File: src/rtl/ahbl_rx_fifo_dreq.sv
`default_nettype none
// +--------------------------------------------------------------------------+
// | ahbl_rx_fifo_dreq                                                        |
// | Push-only receive FIFO with AHB-Lite register window and level DREQ.     |
// | Optional: AHBL_RX_FIFO_OVF_IRQ_EN adds registered IRQ = OVF | UNF.       |
// | Revision: 1.0                                                            |
// +--------------------------------------------------------------------------+
module ahbl_rx_fifo_dreq #(
  parameter int DEPTH = 16,
  parameter int AW    = $clog2(DEPTH)
) (
  input  logic        HCLK,
  input  logic        HRESET,
  input  logic        HSEL,
  input  logic [31:0] HADDR,
  input  logic [1:0]  HTRANS,
  input  logic        HWRITE,
  input  logic [2:0]  HSIZE,
  input  logic        HREADY,
  input  logic [31:0] HWDATA,
  output logic        HREADYOUT,
  output logic        HRESP,
  output logic [31:0] HRDATA,
  input  logic        IN_VALID,
  input  logic [31:0] IN_DATA,
`ifdef AHBL_RX_FIFO_OVF_IRQ_EN
  output logic        IRQ,
`endif
  output logic        DREQ
);

  localparam int LW = AW + 1;

  logic [31:0]   mem_q [DEPTH];
  logic [AW-1:0] wptr_q, wptr_d, rptr_q, rptr_d, rptr_eff;
  logic [LW-1:0] lvl_q, lvl_d, lvl_eff;
  logic          en_q, en_d, ovf_q, ovf_d, unf_q, unf_d;
  logic [7:0]    thr_q, thr_d;
  logic [31:0]   rdata_q, rdata_d;
  logic          dph_vld_q, dph_wr_q, dph_pop_q, dph_pop_d;
  logic [7:0]    dph_addr_q;
  logic [8:0]    thr_eff;

  logic addr_ph, wr_dph, data_rd, cmd_wr, ctrl_wr;
  logic flush, clr_ovf, clr_unf, full, push_req, push, pop, ovf_set, unf_set;

  assign addr_ph  = HSEL & HREADY & HTRANS[1];
  assign wr_dph   = dph_vld_q & dph_wr_q;
  assign data_rd  = dph_vld_q & ~dph_wr_q & (dph_addr_q == 8'h00);
  assign cmd_wr   = wr_dph & (dph_addr_q == 8'h0C);
  assign ctrl_wr  = wr_dph & (dph_addr_q == 8'h08);
  assign flush    = cmd_wr & HWDATA[0];
  assign clr_ovf  = cmd_wr & HWDATA[1];
  assign clr_unf  = cmd_wr & HWDATA[2];
  assign full     = (lvl_q == LW'(DEPTH));
  assign push_req = IN_VALID & en_q & ~flush;
  assign push     = push_req & ~full;
  assign ovf_set  = push_req & full;
  assign pop      = data_rd & dph_pop_q & (lvl_q != '0);
  assign unf_set  = data_rd & ~dph_pop_q;

  // A read address phase overlaps the previous access's data phase, so it
  // must see the FIFO as it will be after that pending pop or flush commits.
  assign lvl_eff  = flush ? '0 : (lvl_q - LW'(pop));
  assign rptr_eff = rptr_q + AW'(pop);
  assign dph_pop_d = addr_ph & ~HWRITE & (HADDR[7:0] == 8'h00) & (lvl_eff != '0);

  always_comb begin
    wptr_d = flush ? '0 : wptr_q + AW'(push);
    rptr_d = flush ? '0 : rptr_q + AW'(pop);
    lvl_d  = flush ? '0 : lvl_q + LW'(push) - LW'(pop);
    ovf_d  = ovf_set | (ovf_q & ~clr_ovf);
    unf_d  = unf_set | (unf_q & ~clr_unf);
    en_d   = ctrl_wr ? HWDATA[0]    : en_q;
    thr_d  = ctrl_wr ? HWDATA[15:8] : thr_q;
  end

  always_comb begin
    rdata_d = rdata_q;
    if (addr_ph) begin
      if (HWRITE) begin
        rdata_d = 32'h0;
      end else begin
        case (HADDR[7:0])
          8'h00:   rdata_d = (lvl_eff != '0) ? mem_q[rptr_eff] : 32'h0;
          8'h04:   rdata_d = {12'h0, unf_q, ovf_q, full, (lvl_q == '0), 8'h00, 8'(lvl_q)};
          8'h08:   rdata_d = {16'h0, thr_q, 7'h00, en_q};
          8'h0C:   rdata_d = 32'h0;
          default: rdata_d = 32'hDEADBEEF;
        endcase
      end
    end
  end

  always_ff @(posedge HCLK) begin
    if (HRESET) begin
      wptr_q     <= '0;
      rptr_q     <= '0;
      lvl_q      <= '0;
      en_q       <= 1'b0;
      thr_q      <= 8'h00;
      ovf_q      <= 1'b0;
      unf_q      <= 1'b0;
      rdata_q    <= 32'h0;
      dph_vld_q  <= 1'b0;
      dph_wr_q   <= 1'b0;
      dph_pop_q  <= 1'b0;
      dph_addr_q <= 8'h00;
    end else begin
      wptr_q     <= wptr_d;
      rptr_q     <= rptr_d;
      lvl_q      <= lvl_d;
      en_q       <= en_d;
      thr_q      <= thr_d;
      ovf_q      <= ovf_d;
      unf_q      <= unf_d;
      rdata_q    <= rdata_d;
      dph_vld_q  <= addr_ph;
      dph_wr_q   <= HWRITE;
      dph_pop_q  <= dph_pop_d;
      dph_addr_q <= HADDR[7:0];
    end
  end

  always_ff @(posedge HCLK) begin
    if (push) begin
      mem_q[wptr_q] <= IN_DATA;
    end
  end

`ifdef AHBL_RX_FIFO_OVF_IRQ_EN
  logic irq_q;
  always_ff @(posedge HCLK) begin
    if (HRESET) begin
      irq_q <= 1'b0;
    end else begin
      irq_q <= ovf_q | unf_q;
    end
  end
  assign IRQ = irq_q;
`endif

  // THR of 0 behaves as 1; values beyond DEPTH saturate so DREQ stays reachable.
  assign thr_eff = (thr_q == 8'h00) ? 9'd1 :
                   ({1'b0, thr_q} > 9'(DEPTH)) ? 9'(DEPTH) : {1'b0, thr_q};

  assign DREQ      = en_q & (9'(lvl_q) >= thr_eff);
  assign HREADYOUT = 1'b1;
  assign HRESP     = 1'b0;
  assign HRDATA    = rdata_q;

  logic unused_ok;
  assign unused_ok = ^{HADDR[31:8], HSIZE, HTRANS[0], HWDATA[31:16], HWDATA[7:3]};

endmodule
`default_nettype wire

File: config.mk
export PLATFORM = sky130hd
export DESIGN_NAME = ahbl_rx_fifo_dreq
export DESIGN_NICKNAME = d
export VERILOG_FILES = /design/src/rtl/ahbl_rx_fifo_dreq.sv
export SDC_FILE = /design/constraint.sdc
export NUM_CORES = 1
export LEC_CHECK = 0
export CAP_MARGIN = 20
export CORE_MARGIN = 1.5
export CORE_UTILIZATION = 45
export CTS_CLUSTER_DIAMETER = 50
export DETAILED_ROUTE_END_ITERATION = 10
export GPL_TIMING_DRIVEN = 1
export SETUP_SLACK_MARGIN = 0.1
export SYNTH_ARGS = -nofsm -noshare
export SYNTH_HDL_FRONTEND = slang
export SYNTH_SLANG_ARGS = --single-unit
File: constraint.sdc
create_clock -name HCLK -period 10.79 [get_ports HCLK]
set_input_delay 2.158 -clock HCLK [delete_from_list [all_inputs] [get_ports HCLK]]
set_output_delay 2.158 -clock HCLK [all_outputs]
set_load 0.03 [all_outputs]
==> results of run 1 <==
-- state kept, by name, indices dropped and copies added, names as in the netlist --
| name | flops |
|---|---|
| HRDATA | 32 |
| dph_addr_q | 8 |
| dph_pop_q | 1 |
| dph_vld_q | 1 |
| dph_wr_q | 1 |
| en_q | 1 |
| lvl_q | 5 |
| mem_q | 512 |
| ovf_q | 1 |
| rptr_q | 4 |
| thr_q | 8 |
| unf_q | 1 |
| wptr_q | 4 |
-- where the power goes --
part           leakage (uW)  switching, uW  internal, uW  total (uW)
sequential          0.00514           3.92          2440        2450
combinational       0.00197           49.6          29.5        79.1
clock               0.00102            868          1270        2140
total               0.00814            922          3740        4660
-- area by class of cell --
cell class                 count  area [um2]  area share [%]
inverter                      13        48.8           0.186
sequential                   579       16700            63.7
multi-input combinational    418        5430            20.7
clock buffer                  87        1870            7.12
timing repair buffer         115        1100            4.20
clock inverter                33         240           0.916
tap                          664         831            3.17
-- Yosys cell counts, types with 11 or more instances --
library cell  count
a21oi_1          18
ha_1             19
buf_2            17
clkbuf_1         25
nand2_1          37
a221o_1          11
o21ai_0          13
nand3_1          11
dfxtp_1          67
a221oi_1         16
nor2_1           47
edfxtp_1        512
nor2b_1          11
inv_1            13
mux4_2          160
-- critical path, stage by stage, from the launching register on --
cell and delay, ns:
dfxtp_1 0.29, or4b_1 0.56, or2_1 0.29, or4_1 0.46
nor3b_1 0.62, ha_4 0.25, ha_4 0.46, buf_4 0.71
buf_4 0.76, mux4_2 0.42, mux4_2 0.50, a221o_1 0.32
-- cells by family (layout without fill, tap and decap cells) --
group / after synthesis / in the layout / synth area share (%)
multiplexers: 169 / 169 / 16.6
AND/OR/NAND/NOR: 144 / 144 / 3.13
buffers and inverters: 66 / 248 / 1.33
flip-flops: 579 / 579 / 75.0
XOR/XNOR: 9 / 9 / 0.388
other: 2 / 2 / 0.0337
AO/OA/AOI/OAI: 74 / 74 / 2.34
adder cells (fa/ha/maj): 20 / 20 / 1.16
-- metrics by stage --
step	cells	power [uW]	hold WS (ns)	instance area [um2]	worst slack, ns
finish	1909	4660	0.453	26200	5.00
global route	1909	4810	0.481	26200	4.82
CTS	1909	4710	0.456	26200	4.96
detailed placement	1789	2570	0.446	24100	4.97
global placement	1789	2570	0.445	24100	4.96
floorplan	1063	2510	0.455	22300	5.24
-- layer usage --
| metal | track usage, % | vias to the layer above | share of wire (%) |
|---|---|---|---|
| li1 | - | 4663 | - |
| met1 | 27.7 | 5791 | 43 |
| met2 | 33.0 | 259 | 50 |
| met3 | 3.47 | 63 | 4.9 |
| met4 | 6.00 | 4 | 1.8 |
| met5 | 0 | - | 0.051 |
-- how the worst min path moves through the flow --
stage,start,endpoint,depth (start not counted),slack [ns]
6_report,HRDATA[20]$_SDFFE_PP0P_,HRDATA[20]$_SDFFE_PP0P_,2,0.45
2_1_floorplan,unf_q$_SDFF_PP0_,unf_q$_SDFF_PP0_,2,0.46
3_3_place_gp,HRDATA[20]$_SDFFE_PP0P_,HRDATA[20]$_SDFFE_PP0P_,2,0.45
5_1_grt,HRDATA[24]$_SDFFE_PP0P_,HRDATA[24]$_SDFFE_PP0P_,2,0.48
3_5_place_dp,HRDATA[29]$_SDFFE_PP0P_,HRDATA[29]$_SDFFE_PP0P_,2,0.45
4_1_cts,HRDATA[29]$_SDFFE_PP0P_,HRDATA[29]$_SDFFE_PP0P_,2,0.46
==> run_results.csv, run 1 <==
group,metric,value,unit
yosys,synth_cells,1063,
place,place_congestion,0.762,
yosys,yosysWarningCount,0,
power,power_density,178,nW/um2
critical_path,cp-end-kind,"register",
global_routing,grt_start_max_net_pins,96,
sta,max-slew-margin-rel,33.1,%
yosys,synth_flop_cell,"edfxtp_1",
yosys,async_reset_ff_share,0,%
die,row_count,81,
yosys,synth_top_area_share,69.0,%
clock_network,clk_pin_slew,0.06,ns
outcome,status,"finished, final reports clean",
clock_network,cts_hold_buf,0,
global_routing,grtUsageTotal,20.1,%
final_layout,antennaDiodeCount,0,
sta,grt_setup_unrepaired,"false",
clock_network,root_buffer,"clkbuf_16",
detailed_routing,drt_wl_total,49.3,mm
final_layout,drive_gt1_share,25.0,%
final_layout,final_nets,1320,
sta,hold_viol_final,0,
sta,drv_slew,0,
critical_path,crit_end,"HRDATA[27]$_SDFFE_PP0P_",
detailed_routing,viasPerCell,5.65,
critical_path,cp-start-kind,"register",
die,die-area,50800,um2
critical_path,r2r-start,"dph_addr_q[4]$_SDFF_PP0_",
yosys,synth_edf_count,512,
clock_network,clock_latency,0.58,ns
clock_network,clock_sinks,579,
yosys,ys_ff_latch,579,
clock_network,cts.repair.resized,0,
final_layout,fill_cells,3832,
place,dpl.hpwl,26.3,mm
sta,period_needed,5.79,ns
hold_path,min_path_type,"register to register",
critical_path,r2r_slack,5.00,ns
die,die_h,225,um
final_layout,layout_common_cells,"edfxtp_1 (512), mux4_2 (160), clkdlybuf4s50_1 (90)",
sta,fmax,173,MHz
detailed_routing,drt_iter0_drc,926,
final_layout,fin_util,53.7,%
critical_path,worst_r2r_endpoint,"HRDATA[27]$_SDFFE_PP0P_",
critical_path,critPathMaxFanout,52,
detailed_routing,post_drt_wl_per_cell,25.8,um
power,vdd_ir_drop_max,0.0000945,V
critical_path,worst_ep_required_time,11.25,ns
place,io_buffers,90,
global_routing,gr-total-overflow,0,
detailed_routing,ant_nets,0,
global_routing,antenna_found_initial,2,
global_routing,grt_pass1_wl,72.8,mm
clock_network,cts_tree,"built",
sta,finClkSkew,0.0232,ns
final_layout,syn_to_final_growth,17.8,%
die,start_util,45.6,%
yosys,synth_area_leaders,"edfxtp_1 (69%), mux4_2 (16%), dfxtp_1 (6.0%)",
critical_path,crit_type,"register to register",
yosys,netlist-cell-type-count,47,
yosys,yosys.area.top_type,"edfxtp_1",
clock_network,cts_made_buffers,66,
critical_path,r2r_cells,11,
sta,tns,0,ns
sta,worstMarginPinSlew,1.00,ns
clock_network,clock_path_buffers,3,
power,leakagePower,0.00814,uW
die,die_width,225,um
clock_network,post_cts_buffers,0,
die,core_area,48800,um2
yosys,syn_area,22300,um2
detailed_routing,vias,10780,
yosys,synth.avg_cell_area,21.0,um2
critical_path,crit_arrival,6.26,ns
critical_path,critPathLaunch,"dph_addr_q[4]$_SDFF_PP0_",
final_layout,final_common_cell,"edfxtp_1",
run,maxCapViolCount,0,
yosys,synth_nets,1190,
sta,period_share,53.7,%
global_routing,grt_pass1_vias,11134,
die,ios,142,
detailed_routing,first_pass_iters,5,
clock_network,h-tree-depth,3,
sta,setup_viol,0,
yosys,yosysSeqAreaShare,75.0,%
detailed_routing,drc,0,
Note: power is estimated with default switching activity, not from simulation.
==> inputs of run 2 (changes only) <==
Settings changed: PLACE_DENSITY set to 0.66.
Clock period 10.79 ns to 4.92 ns, I/O delays scaled along.
==> run_results.csv, run 2 (same netlist as run 1, synthesis figures left out) <==
group,metric,value,unit
power,comb_power_share,1.7,%
detailed_routing,viasPerCell,5.62,
global_routing,grt_start_max_net_pins,64,
hold_path,min_path_type,"register to register",
final_layout,fill_cells,3776,
detailed_routing,drt_wl_total,48.0,mm
die,die_width,225,um
clock_network,cts.repair.resized,0,
critical_path,crit_arrival,3.26,ns
power,leakagePower,0.00820,uW
sta,max-slew-margin-rel,30.7,%
global_routing,grtUsageTotal,19.4,%
global_routing,antenna_found_initial,3,
place,io_buffers,90,
global_routing,grt_pass1_wl,71.3,mm
final_layout,syn_to_final_growth,18.4,%
power,seq_power_share,53.6,%
power,power_density,379,nW/um2
final_layout,final_nets,1332,
place,place_congestion,0.767,
critical_path,crit_type,"register to primary output",
critical_path,r2r_cells,10,
critical_path,worst_r2r_endpoint,"HRDATA[7]$_SDFFE_PP0P_",
run,maxCapViolCount,0,
clock_network,root_buffer,"clkbuf_16",
sta,drv_slew,0,
detailed_routing,ant_nets,0,
global_routing,gr-total-overflow,0,
hold_path,hold_depth,2,
clock_network,h-tree-depth,2,
sta,grt_setup_unrepaired,"false",
sta,period_share,86.3,%
die,die_h,225,um
clock_network,clock_sinks,579,
sta,hold_viol_final,0,
power,vdd_ir_drop_max,0.000237,V
power,clkPwrFrac,44.7,%
die,start_util,45.6,%
detailed_routing,drc,0,
critical_path,r2r-start,"dph_addr_q[4]$_SDFF_PP0_",
global_routing,grt_pass1_vias,11224,
sta,fmax,236,MHz
power,p_sw,1990,uW
detailed_routing,vias,10798,
critical_path,cp-start-kind,"register",
final_layout,fin_util,54.0,%
power,power,10000,uW
detailed_routing,post_drt_wl_per_cell,25.0,um
sta,timing.hold.ws,0.453,ns
die,ios,142,
final_layout,largest_reg_flops,512,
power,swShare,19.9,%
final_layout,largest_register,"mem_q",
outcome,status,"finished, final reports clean",
power,intPower,8020,uW
clock_network,clock_path_buffers,3,
hold_path,holdPathEnd,"HRDATA[24]$_SDFFE_PP0P_",
die,die-area,50800,um2
clock_network,clock_latency,0.62,ns
place,dpl.hpwl,26.7,mm
clock_network,clk_pin_slew,0.06,ns
critical_path,critPathMaxFanout,5,
sta,finClkSkew,0.0240,ns
final_layout,layout_common_cells,"edfxtp_1 (512), mux4_2 (160), clkdlybuf4s50_1 (90)",
clock_network,cts_tree,"built",
sta,tns,0,ns
clock_network,post_cts_buffers,0,
clock_network,cts_made_buffers,61,
die,core_area,48800,um2
detailed_routing,first_pass_iters,5,
final_layout,drive_gt1_share,25.6,%
sta,worstMarginPinSlew,1.04,ns
sta,period_needed,4.25,ns
final_layout,final_common_cell,"edfxtp_1",
clock_network,cts_hold_buf,0,
critical_path,r2r_slack,0.81,ns
die,row_count,81,
detailed_routing,drt_iter0_drc,988,
sta,setup_viol,0,
critical_path,worst_ep_required_time,3.94,ns
critical_path,cp-end-kind,"primary output",
hold_path,holdCritStartpoint,"HRDATA[24]$_SDFFE_PP0P_",
-- run 2: changes by cell type in the layout (fill, tap and decap cells not counted), moves of 2 or more --
cell	change
clkinv_8	+2
clkbuf_16	-8
buf_12	+12
nor2_2	-3
diode_2	+2
buf_4	+5
clkbuf_1	-4
bufinv_16	+2
nor2_1	+3
-- run 2: power by group through the flow --
stage | registers [uW] | logic (uW) | clock network (uW)
floorplan | 5480 | 29.3 | 0
global placement | 5470 | 163 | 0
detailed placement | 5470 | 170 | 0
CTS | 5360 | 171 | 4560
global route | 5360 | 184 | 4730
finish | 5360 | 170 | 4470
-- run 2: area by class of cell --
type                            count  area (um2)  area share (%)
Sequential cell                   579       16700            63.4
Multi-Input combinational cell    418        5420            20.5
Clock buffer                       75        1650            6.26
Timing Repair Buffer              132        1380            5.23
Tap cell                          664         831            3.15
Clock inverter                     37         335            1.27
Inverter                           13        48.8           0.185
Antenna cell                        2        5.00          0.0190
-- run 2: per-layer routing --
metal | global-route usage [%] | wire (um) | vias to the layer above
li1 | - | - | 4696
met1 | 26.2 | 20300 | 5702
met2 | 32.6 | 23900 | 316
met3 | 3.18 | 2700 | 82
met4 | 5.65 | 1130 | 2
met5 | 0 | 17 | -
-- run 2: how the worst max path moves through the flow --
stage	start	to	slack (ns)
CTS	thr_q[7]$_SDFFE_PP0P_	DREQ	0.65
detailed placement	dph_addr_q[4]$_SDFF_PP0_	HRDATA[28]$_SDFFE_PP0P_	0.80
floorplan	HWDATA[0]	mem_q[2][0]$_DFFE_PP_	0.54
global placement	dph_addr_q[4]$_SDFF_PP0_	HRDATA[7]$_SDFFE_PP0P_	0.82
finish	thr_q[7]$_SDFFE_PP0P_	DREQ	0.67
global route	thr_q[4]$_SDFFE_PP0P_	DREQ	0.52
-- run 2: through the flow --
step / cells / setup WS [ns] / instance area (um2)
6_report: 1920 / 0.674 / 26400
5_1_grt: 1919 / 0.516 / 26400
4_1_cts: 1918 / 0.651 / 26400
3_5_place_dp: 1806 / 0.799 / 24400
3_3_place_gp: 1806 / 0.824 / 24400
2_1_floorplan: 1063 / 0.543 / 22300
-- run 2: critical path, cell delays in order, from the launching register on --
cell and delay (ns):
dfxtp_1 0.32, nor4_1 0.31, buf_4 0.20, o21a_1 0.13
ha_1 0.22, nand2b_1 0.14, a21o_1 0.17, a21o_1 0.17
a21o_1 0.17, a21oi_1 0.16, nor2b_1 0.06, clkdlybuf4s50_1 0.60
==> inputs of run 3 (changes only) <==
Settings changed: PLACE_DENSITY 0.66 to 0.72.
Clock period 4.92 ns to 5.3 ns, I/O delays scaled along.
==> run_results.csv, run 3 (same netlist as run 1, synthesis figures left out) <==
group,metric,value,unit
place,place_congestion,0.775,
sta,period_share,81.4,%
critical_path,slowest_delay,0.59,ns
hold_path,min_path_type,"register to register",
sta,grt_setup_unrepaired,"false",
global_routing,grt_start_max_net_pins,36,
final_layout,syn_to_final_growth,18.2,%
sta,finClkSkew,0.0256,ns
clock_network,h-tree-depth,2,
sta,period_needed,4.31,ns
global_routing,grtUsageTotal,19.6,%
detailed_routing,drc,0,
final_layout,drive_gt1_share,25.4,%
sta,fmax,232,MHz
critical_path,cp_cell_sequence,"nor4_1, buf_4, o21a_1, ha_1, nand2b_1, a21o_1, a21o_1, a21o_1, a21oi_1, nor2b_1, clkdlybuf4s50_1",
run,maxCapViolCount,0,
die,start_util,45.6,%
clock_network,cts.repair.resized,0,
die,row_count,81,
sta,tns,0,ns
critical_path,critPathBufInv,2,
power,power_density,345,nW/um2
sta,hold_viol_final,0,
critical_path,r2r_slack,1.07,ns
sta,drv_slew,0,
critical_path,crit_arrival,3.25,ns
global_routing,antenna_found_initial,2,
detailed_routing,post_drt_wl_per_cell,25.2,um
sta,max-slew-margin-rel,32.5,%
critical_path,critPathMaxFanout,5,
power,leakagePower,0.00818,uW
clock_network,clk_pin_slew,0.06,ns
clock_network,clock_sinks,579,
detailed_routing,vias,10998,
final_layout,largest_reg_flops,512,
global_routing,grt_pass1_vias,11295,
detailed_routing,ant_nets,0,
place,io_buffers,90,
detailed_routing,first_pass_iters,5,
clock_network,clock_path_buffers,3,
critical_path,cp-end-kind,"primary output",
clock_network,clock_latency,0.63,ns
critical_path,cp-start-kind,"register",
power,vdd_ir_drop_max,0.000286,V
detailed_routing,viasPerCell,5.73,
outcome,status,"finished, final reports clean",
sta,setup_viol,0,
die,die-area,50800,um2
critical_path,crit_slowest_cell,"clkdlybuf4s50_1",
global_routing,grt_pass1_wl,72.2,mm
die,die_width,225,um
clock_network,cts_hold_buf,0,
final_layout,largest_register,"mem_q",
critical_path,worst_ep_required_time,4.24,ns
place,dpl.hpwl,27.2,mm
sta,worstMarginPinSlew,1.01,ns
critical_path,crit_type,"register to primary output",
die,ios,142,
critical_path,cpLargestDelayFamily,"compound AO/OA/AOI/OAI gates",
detailed_routing,drt_iter0_drc,1262,
final_layout,layout_common_cells,"edfxtp_1 (512), mux4_2 (160), clkdlybuf4s50_1 (90)",
final_layout,antennaDiodeCount,0,
detailed_routing,drt_wl_total,48.3,mm
die,die_h,225,um
clock_network,cts_made_buffers,60,
global_routing,gr-total-overflow,0,
final_layout,final_nets,1335,
clock_network,root_buffer,"clkbuf_16",
clock_network,post_cts_buffers,0,
clock_network,cts_tree,"built",
critical_path,path_common_cell,"a21o_1",
final_layout,final_common_cell,"edfxtp_1",
power,power,9090,uW
die,core_area,48800,um2
==> run 3: report_power, final <==
part | internal (uW) | total (uW) | leakage [uW] | switching (uW)
Sequential | 4970 | 4980 | 0.00514 | 7.92
Clock | 2230 | 3950 | 0.000913 | 1730
Combinational | 60.3 | 160 | 0.00212 | 99.2
Total | 7260 | 9090 | 0.00818 | 1840
==> run 3: layer usage <==
| layer | vias to the layer above | wire [um] | GRT usage, % |
|---|---|---|---|
| li1 | 4689 | - | - |
| met1 | 5789 | 19900 | 27.2 |
| met5 | - | 31 | 0 |
| met4 | 4 | 1080 | 6.24 |
| met2 | 438 | 23300 | 31.7 |
| met3 | 78 | 3970 | 3.83 |
==> run 3: worst register-to-register path, cell delays in order, from the launching register on <==
cell and delay (ns):
dfxtp_1 0.29, or4b_1 0.56, or2_1 0.28, or4_1 0.46, nor3b_1 0.20, buf_4 0.17
ha_4 0.14, ha_4 0.53, buf_12 0.32, mux4_2 0.38, mux4_2 0.48, a221o_1 0.32
==> run 3: area by class of cell <==
| type | count | area [um2] |
|---|---|---|
| timing repair buffer | 136 | 1450 |
| clock buffer | 81 | 1630 |
| fill | 3690 | 22500 |
| inverter | 13 | 48.8 |
| tap | 664 | 831 |
| multi-input combinational | 418 | 5420 |
| sequential | 579 | 16700 |
| clock inverter | 28 | 241 |
==> run 3: per-stage QoR <==
step | area, um2 | utilization, % | std cells | setup WS [ns] | hold slack, ns
6_report | 26300 | 53.9 | 1919 | 0.985 | 0.451
4_1_cts | 26300 | 53.9 | 1919 | 0.980 | 0.454
3_5_place_dp | 24500 | 50.1 | 1810 | 1.04 | 0.439
2_1_floorplan | 22300 | - | 1063 | 0.847 | 0.455
3_3_place_gp | 24500 | 50.1 | 1810 | 1.03 | 0.442
5_1_grt | 26300 | 53.9 | 1919 | 0.833 | 0.479
==> run 3: worst paths after layout <==
check | end | cells past startpoint | start
setup / recovery | DREQ | 11 | thr_q[7]$_SDFFE_PP0P_
hold / removal | HRDATA[22]$_SDFFE_PP0P_ | 2 | HRDATA[22]$_SDFFE_PP0P_
hold reg to reg | HRDATA[22]$_SDFFE_PP0P_ | 2 | HRDATA[22]$_SDFFE_PP0P_
setup reg to reg | HRDATA[21]$_SDFFE_PP0P_ | 11 | dph_addr_q[4]$_SDFF_PP0_
